<file path="src/rtl/mul_pkg.sv">
// Shared types and constants for the iterative multiplier.
// Operand/product widths, FSM states and a counter-width helper.
package mul_pkg;

   localparam int MUL_W  = 32;
   localparam int PROD_W = 64;

   typedef enum logic [1:0] {
      IDLE,
      BUSY,
      DONE
   } stateT;

   // Bits needed to count N iterations; never below 1.
   function automatic int clog2(input int n);
      int w;
      w = 1;
      while ((1 << w) < n) w++;
      return w;
   endfunction

endpackage

</file>
<file path="src/rtl/mul_pp_slice.sv">
// Sums the K partial products of one multiplier slice.
// Each product is x shifted to its absolute bit position.
module mul_pp_slice
   import mul_pkg::*;
#(
   parameter int K = 4
) (
   input  logic [MUL_W-1:0]  x,
   input  logic [K-1:0]      ySlice,
   input  logic [5:0]        base,
   output logic [PROD_W-1:0] ppSum
);

   logic [PROD_W-1:0] xWide;

   assign xWide = {{(PROD_W-MUL_W){1'b0}}, x};

   always_comb begin
      ppSum = '0;
      for (int j = 0; j < K; j++) begin
         if (ySlice[j]) begin
            ppSum = ppSum + (xWide << (base + 6'(j)));
         end
      end
   end

endmodule

</file>
<file path="src/rtl/mul_seq_ctrl.sv">
// Iterative 32x32->64 multiplier sequencer, K multiplier bits per cycle.
// Signed operands are multiplied as magnitudes; sign fixed at the end.
module mul_seq_ctrl
   import mul_pkg::*;
#(
   parameter int K = 4
) (
   input  logic              clk,
   input  logic              rst_n,
   input  logic              in_valid,
   output logic              in_ready,
   input  logic [MUL_W-1:0]  in_x,
   input  logic [MUL_W-1:0]  in_y,
   input  logic              in_signed,
   input  logic              kill,
   output logic              res_valid,
   input  logic              res_ready,
   output logic [PROD_W-1:0] res_prod,
   output logic              busy
);

   localparam int N  = MUL_W / K;
   localparam int CW = clog2(N);

   if (!(K == 1 || K == 2 || K == 4 ||
         K == 8 || K == 16 || K == 32)) begin : gBadK
      $error("mul_seq_ctrl: K must be a power of two dividing 32");
   end

   stateT             state;
   stateT             stateNxt;
   logic [CW-1:0]     cnt;
   logic [MUL_W-1:0]  opX;
   logic [MUL_W-1:0]  opY;
   logic [MUL_W-1:0]  ySh;
   logic              neg;
   logic [PROD_W-1:0] acc;
   logic [PROD_W-1:0] accNxt;
   logic [PROD_W-1:0] ppSum;
   logic [PROD_W-1:0] prod;
   logic [5:0]        base;
   logic              accept;
   logic              lastIter;

   assign base     = 6'(int'(cnt) * K);
   assign ySh      = opY >> base;
   assign accNxt   = acc + ppSum;
   assign lastIter = (int'(cnt) == N - 1);

   mul_pp_slice #(
      .K(K)
   ) uSlice (
      .x     (opX),
      .ySlice(ySh[K-1:0]),
      .base  (base),
      .ppSum (ppSum)
   );

   assign in_ready  = (state == IDLE) && !kill;
   assign accept    = in_valid && in_ready;
   assign res_valid = (state == DONE);
   assign busy      = (state != IDLE);
   assign res_prod  = prod;

   always_comb begin
      stateNxt = state;
      case (state)
         IDLE:    if (accept)    stateNxt = BUSY;
         BUSY:    if (lastIter)  stateNxt = DONE;
         DONE:    if (res_ready) stateNxt = IDLE;
         default:                stateNxt = IDLE;
      endcase
      // Flush wins over everything, including a DONE handshake.
      if (kill) stateNxt = IDLE;
   end

   always_ff @(posedge clk or negedge rst_n) begin
      if (!rst_n) state <= IDLE;
      else        state <= stateNxt;
   end

   always_ff @(posedge clk or negedge rst_n) begin
      if (!rst_n) begin
         cnt  <= '0;
         acc  <= '0;
         opX  <= '0;
         opY  <= '0;
         neg  <= 1'b0;
         prod <= '0;
      end else if (kill) begin
         cnt <= '0;
      end else if (accept) begin
         // Two's-complement negate gives |0x80000000| = 0x80000000.
         opX <= (in_signed && in_x[MUL_W-1]) ? -in_x : in_x;
         opY <= (in_signed && in_y[MUL_W-1]) ? -in_y : in_y;
         neg <= in_signed && (in_x[MUL_W-1] ^ in_y[MUL_W-1]);
         acc <= '0;
         cnt <= '0;
      end else if (state == BUSY) begin
         acc <= accNxt;
         cnt <= lastIter ? '0 : cnt + CW'(1);
         if (lastIter) prod <= neg ? -accNxt : accNxt;
      end
   end

endmodule
</file>
<file path="config.mk">
export PLATFORM = sky130hd
export DESIGN_NAME = mul_seq_ctrl
export DESIGN_NICKNAME = d
export VERILOG_FILES = /design/src/rtl/mul_pkg.sv /design/src/rtl/mul_pp_slice.sv /design/src/rtl/mul_seq_ctrl.sv
export SDC_FILE = /design/constraint.sdc
export NUM_CORES = 1
export LEC_CHECK = 0
export ABC_AREA = 1
export CORE_AREA = 5 5 249 251
export CTS_CLUSTER_DIAMETER = 60
export DETAILED_ROUTE_END_ITERATION = 10
export DIE_AREA = 0 0 254 256
export PLACE_DENSITY_LB_ADDON = 0.08
export SYNTH_ARGS = -nofsm -noshare
export SYNTH_HDL_FRONTEND = slang
export SYNTH_SLANG_ARGS = --single-unit
export TNS_END_PERCENT = 50
</file>
<file path="constraint.sdc">
create_clock -name clk -period 10.7 [get_ports clk]
set_input_delay 1.07 -clock clk [delete_from_list [all_inputs] [get_ports clk]]
set_output_delay 1.07 -clock clk [all_outputs]
set_load 0.01 [all_outputs]
</file>
* Word-level counts from Yosys, hierarchy flattened *
Index checks and enable logic that the tools add are counted.

storage, ports and cells
  register bits = 198
  logic and storage cells = 64
  bits of input ports = 70
  output and inout port bits = 67

operators by class
  bitwise gates (word level) = 3
  equal/unequal tests = 6
  shifts and indexed selects = 5
  reduce and logical (&&, ||, !) cells = 14
  multiplexer cells = 18
  add/subtract/negate cells = 11

operators by type and width
  cell                                                              count
  64-bit 2-to-1 mux                                                 7
  64-bit adder                                                      4
  32-bit by 6-bit left shift with 64-bit output                     3
  32-bit 2-to-1 mux                                                 2
  32-bit negation                                                   2
  64-bit negation                                                   1
  32-bit by 5-bit left shift with 64-bit output                     1
  32-bit by 5-bit >> shifter with 4-bit output                      1
  5-bit by 2-bit adder with 6-bit output (second input constant)    2
  3-bit 2-to-1 mux                                                  4
  2-bit 2-to-1 mux                                                  4
  5-bit by 1-bit adder with 6-bit output (second input constant)    1
  3-bit != test (second input constant)                             2
  2-bit case mux with 3 select lines                                1
  1-bit logical AND                                                 5
  2-bit AND reduction                                               2
  4-bit AND reduction                                               1
  2-bit nonzero test                                                2
  3-bit by 1-bit adder with 3-bit output (second input constant)    1
  3-bit by 1-bit == test with 1-bit output (second input constant)  1
  3-bit by 2-bit != test with 1-bit output (second input constant)  1
  3-bit AND reduction                                               1
  3-bit nonzero test                                                1
  2-bit by 1-bit == test with 1-bit output (second input constant)  1
  5 further kinds                                                   6

* Logic depth before layout (Yosys ltp) *
  depth in word-level cells = 11
  gate-level depth with buffers = 76
  gate-level depth less buffers = 75

* Modules after synthesis *
A second synthesis with hierarchy kept.

second synthesis, totals
  cells, all modules = 6819
  area total of the unflattened synthesis = 37502.2 sq um

modules (own cells, without submodules)
  module        instances  cells an instance  sequential area each (sq um)  area an instance (sq um)
  mul_pp_slice  1          3919               0.0                           20189.4
  mul_seq_ctrl  1          2900               4954.8                        17312.9

* Worst setup path after synthesis *
Ideal clock, no wire load.

  path kind = reg2reg
  start point = register cnt[1]
  end point = register prod[63], in the netlist res_prod[63]
  arrival time = 8926 ps
  path buffers = 7
  setup time = 117 ps
  required time = 10583 ps
  setup slack = 1657 ps
  period minus slack after synthesis = 9043 ps
  cell stages (with the launch flop) = 64
  cell sequence = dfrtp_1 > buf_6 > inv_8 > buf_12 > buf_12 > buf_12 > buf_6 > clkbuf_1 > clkbuf_1 > nand2_1 > nand3_1 > o21ai_0 > nand2_1 > inv_1 > ha_1 > a21oi_1 > o21ai_0 > a21oi_1 > (+28 left out) > nor2_1 > inv_1 > nor2_1 > and3_1 > a221oi_1 > nand2_1 > nand2_1 > o211ai_1 > a21oi_1 > xor2_1 > nand2_1 > nor2_1 > nor3b_1 > nand4_1 > nand2_1 > nand3_1 > nand3_1 > nand2_1

between the ends
  cells in the longest elaborated chain, start to end = 11
  elaborated cells on any way between the ends = 20
  classes of those cells = add/sub: 8; eq/ne: 1; shift: 5; mux: 5; reduce/logical: 1

ends and longest elaborated chain
  item                                                                                       line                                    text
  from (decl)                                                                                mul_seq_ctrl.sv:32                      logic [CW-1:0] cnt;
  from (signal assigned)                                                                     mul_seq_ctrl.sv:101                     cnt <= lastIter ? '0 : cnt + CW'(1);
  5-bit by 1-bit adder with 6-bit output, or another cell as far along                       mul_pp_slice.sv:22                      ppSum = ppSum + (xWide << (base + 6'(j)));
  32-bit by 6-bit left shift with 64-bit output / 64-bit 2-to-1 mux (equally long branches)  mul_pp_slice.sv:22, mul_pp_slice.sv:21
  64-bit adder                                                                               mul_pp_slice.sv:22
  64-bit 2-to-1 mux                                                                          mul_pp_slice.sv:21                      if (ySlice[j]) begin
  64-bit adder                                                                               mul_pp_slice.sv:22
  64-bit 2-to-1 mux                                                                          mul_pp_slice.sv:21
  64-bit adder                                                                               mul_pp_slice.sv:22
  64-bit 2-to-1 mux                                                                          mul_pp_slice.sv:21
  64-bit adder                                                                               mul_seq_ctrl.sv:47                      assign accNxt = acc + ppSum;
  64-bit negation                                                                            mul_seq_ctrl.sv:102                     if (lastIter) prod <= neg ? -accNxt : accNxt;
  64-bit 2-to-1 mux                                                                          mul_seq_ctrl.sv:102
  to (signal assigned)                                                                       mul_seq_ctrl.sv:102
  to (decl)                                                                                  mul_seq_ctrl.sv:40                      logic [PROD_W-1:0] prod;

Several ways; a longest one is shown, not always the timed one.
A chain may end at the register's enable or synchronous reset.

* Worst setup path in the final report *
  start point = register cnt[0]
  end point = register prod[56], in the netlist res_prod[56]

Same word-level chain as after synthesis.

==> impl_metrics.csv <==
group,metric,value,unit
outcome,status,"completed",
synthesis,syn_nets,5332,
cells_and_area,n_fill_cell,5595,
cells_and_area,register_area,4960,sq um
global_route,overflow,0,
synthesis,netlist_instances,5033,
clock_network,tritoncts,"done",
clock_network,cts-root-buf,"clkbuf_16",
clock_network,clk_pin_slew_worst_paths,100,ps
timing,grt_setup_unrepaired,"yes",
synthesis,synthArstFlopShare,1.00,
min_path,hold_depth,2,
placement,portBuffers,136,
clock_network,numCtsBuffers,17,
global_route,grt_start_max_net_pins,120,
detailed_routing,wirelength,120,mm
setup_path,cp_data_required_time,11130,ps
min_path,hold_class,"reg2reg",
setup_path,critical_path_class,"reg2reg",
placement,dpl_cell_area,39000,sq um
timing,fin_crit,10430,ps
synthesis,yosys.area.top_type,"dfrtp_1",
synthesis,synth_edf_count,0,
setup_path,cpMaxStageDelayCell,"dfrtp_2",
timing,fin_crit_sh,0.974,
synthesis,yosysSeqAreaShare,0.162,
timing,clock_skew,20.7,ps
global_route,antenna_found_initial,4,
cells_and_area,n_antenna_cell,0,
synthesis,avgSynthCellArea,6.09,sq um
global_route,grt_usage,0.352,
cells_and_area,final_cell_mix,"1041 x nand2_1, 930 x buf_4, 629 x nor2_1",
synthesis,synth_top_cell_area_share,0.162,
timing,tightest_slew,1120,ps
cells_and_area,layout_commonest_cell,"nand2_1",
cells_and_area,drive_above_1_share,0.248,
detailed_routing,vias_per_cell,5.52,
detailed_routing,initialDrtViolationCount,3290,
detailed_routing,drt_first_pass_iters,6,
die,fp.dieW,254,um
synthesis,synthTopCellsByArea,"dfrtp_1 16%, nand2_1 13%, ha_1 9.3%",
power_and_ir_drop,ir_drop,0.000245,V
setup_path,cp.arrival,10860,ps
synthesis,synth_cell_type_count,84,
clock_network,clock_latency,500,ps
detailed_routing,drtAntennaViolNets,0,
timing,drv_slew,0,
cells_and_area,syn2layout_area_growth,34.8,%
clock_network,ctsHoldBuffers,0,
clock_network,htreeDepth,4,
timing,hold_ws,485,ps
die,initial_core_util,0.514,
global_route,grt_pass1_vias,35100,
synthesis,synth_area,30700,sq um
synthesis,yosys_warnings,0,
die,die_y,256,um
synthesis,synth_seq_cells,198,
cells_and_area,stdcell_area,41300,sq um
clock_network,cts.path.max_buffers,2,
die,dieArea,65000,sq um
run,maxCapViolCount,0,
setup_path,start_kind,"flip-flop",
power_and_ir_drop,power.density,302,nW/um^2
placement,dpl.hpwl,98.3,mm
global_route,grt_pass1_wl,185,mm
timing,finalSetupViolCount,0,
die,rows,90,
die,io_pins,137,
setup_path,ff2ff_path_depth,66,
timing,slew_headroom,0.254,
detailed_routing,drc,0,
cells_and_area,multiInputGateArea,23600,sq um
setup_path,critical_path.max_stage_delay,520,ps
setup_path,crit_path_end_kind,"flip-flop",
die,core_area,59700,sq um
detailed_routing,wire_per_inst,17.7,um
placement,place.gp.congestion,1.10,
timing,max_freq,95.9,MHz
setup_path,timing.critical_path.mode_cell,"nand2_1",
timing,hold_viol,0,
power_and_ir_drop,p_leak,0.0207,uW
clock_network,clock_sinks,198,
synthesis,synth_top_flop_cell,"dfrtp_1",
cells_and_area,fin_nets,6295,
detailed_routing,via_count,37500,
setup_path,cp_max_fo,19,
==> layout make-up <==
class / instances / area share
clock buffer: 17 / 0.0103
clock inverter: 15 / 0.00581
inverter: 666 / 0.0612
multi-input combinational: 4030 / 0.570
sequential: 198 / 0.120
tap: 782 / 0.0237
timing repair buffer: 1083 / 0.209
==> synthesized netlist by cell type (22+ instances only) <==
| cell type | number |
|---|---|
| nor3_1 | 77 |
| xor2_1 | 167 |
| clkbuf_1 | 83 |
| a31oi_1 | 103 |
| o21ai_0 | 398 |
| nor2_1 | 687 |
| xnor2_1 | 109 |
| nand3_2 | 35 |
| nand2_2 | 65 |
| nand2_1 | 1062 |
| nand3_1 | 258 |
| dfrtp_1 | 198 |
| a21oi_1 | 428 |
| a21oi_2 | 23 |
| nand4_1 | 38 |
| ha_1 | 228 |
| o21ai_1 | 61 |
| inv_2 | 28 |
| o21ai_2 | 22 |
| inv_1 | 633 |
==> through the flow <==
stage	setup TNS, ps	worst slack (ps)	instances	total power (uW)	utilization
4_1_cts	0	1.28	6742	11800	0.665
3_5_place_dp	-3280	-545	6708	11000	0.653
2_1_floorplan	0	1660	5033	6770	-
3_3_place_gp	-3080	-556	6708	10900	0.653
5_1_grt	-2090	-316	6791	13500	0.693
6_report	0	275	6791	12500	0.693
==> worst paths after layout <==
kind | start | end | slack (ps)
worst min register to register | res_prod[59] | res_prod[59] | 490
min in group asynchronous | rst_n | acc[54] | 630
worst max register to register | cnt[0] | res_prod[56] | 270
worst max-delay path | cnt[0] | res_prod[56] | 270
worst min-delay path | res_prod[59] | res_prod[59] | 490
max in group asynchronous | rst_n | res_prod[31] | 8490
==> critical path, delay by kind of cell (launching register included) <==
family | cells | cell delay (ps)
AO/OA/AOI/OAI | 17 | 3090
XOR/XNOR | 4 | 850
adder cells (fa/ha/maj) | 4 | 1180
buffers and inverters | 13 | 1270
flip-flops | 1 | 520
AND/OR/NAND/NOR | 28 | 3420
==> routing by layer <==
metal  part of all wire  up-vias  track usage  wire length [um]
met4              0.040        2        0.128              4810
li1                   -    18600            -                 -
met5           0.000067        -            0                 8
met3              0.072      263       0.0607              8610
met2               0.45     1314        0.571             54500
met1               0.43    17300        0.469             52200
==> kinds of logic after synthesis <==
| logic type | count (synthesis) | synth area share |
|---|---|---|
| buffers and inverters | 805 | 0.111 |
| flip-flops | 198 | 0.162 |
| multiplexers | 8 | 0.00302 |
| adder cells (fa/ha/maj) | 229 | 0.0937 |
| XOR/XNOR | 277 | 0.0794 |
| AND/OR/NAND/NOR | 2344 | 0.335 |
| AO/OA/AOI/OAI | 1172 | 0.216 |
==> repair_timing <==
action                     4_1_cts  5_1_grt
setup endpoints to repair       12       32
gates resized for setup         10      333
pin swaps                        3       86
gates cloned                     0        2
buffers inserted                 2       47
==> sequential cells by signal, indices dropped and copies added (netlist names) <==
signal and cells:
res_prod 64, opX 32, acc 64, opY 32, cnt 3, state 2, neg 1
==> report_power, final <==
part	switching (uW)	internal, uW
logic	6210	4520
registers	122	909
clock network	402	338
total	6740	5770
Power figures use the tool's default switching activity.
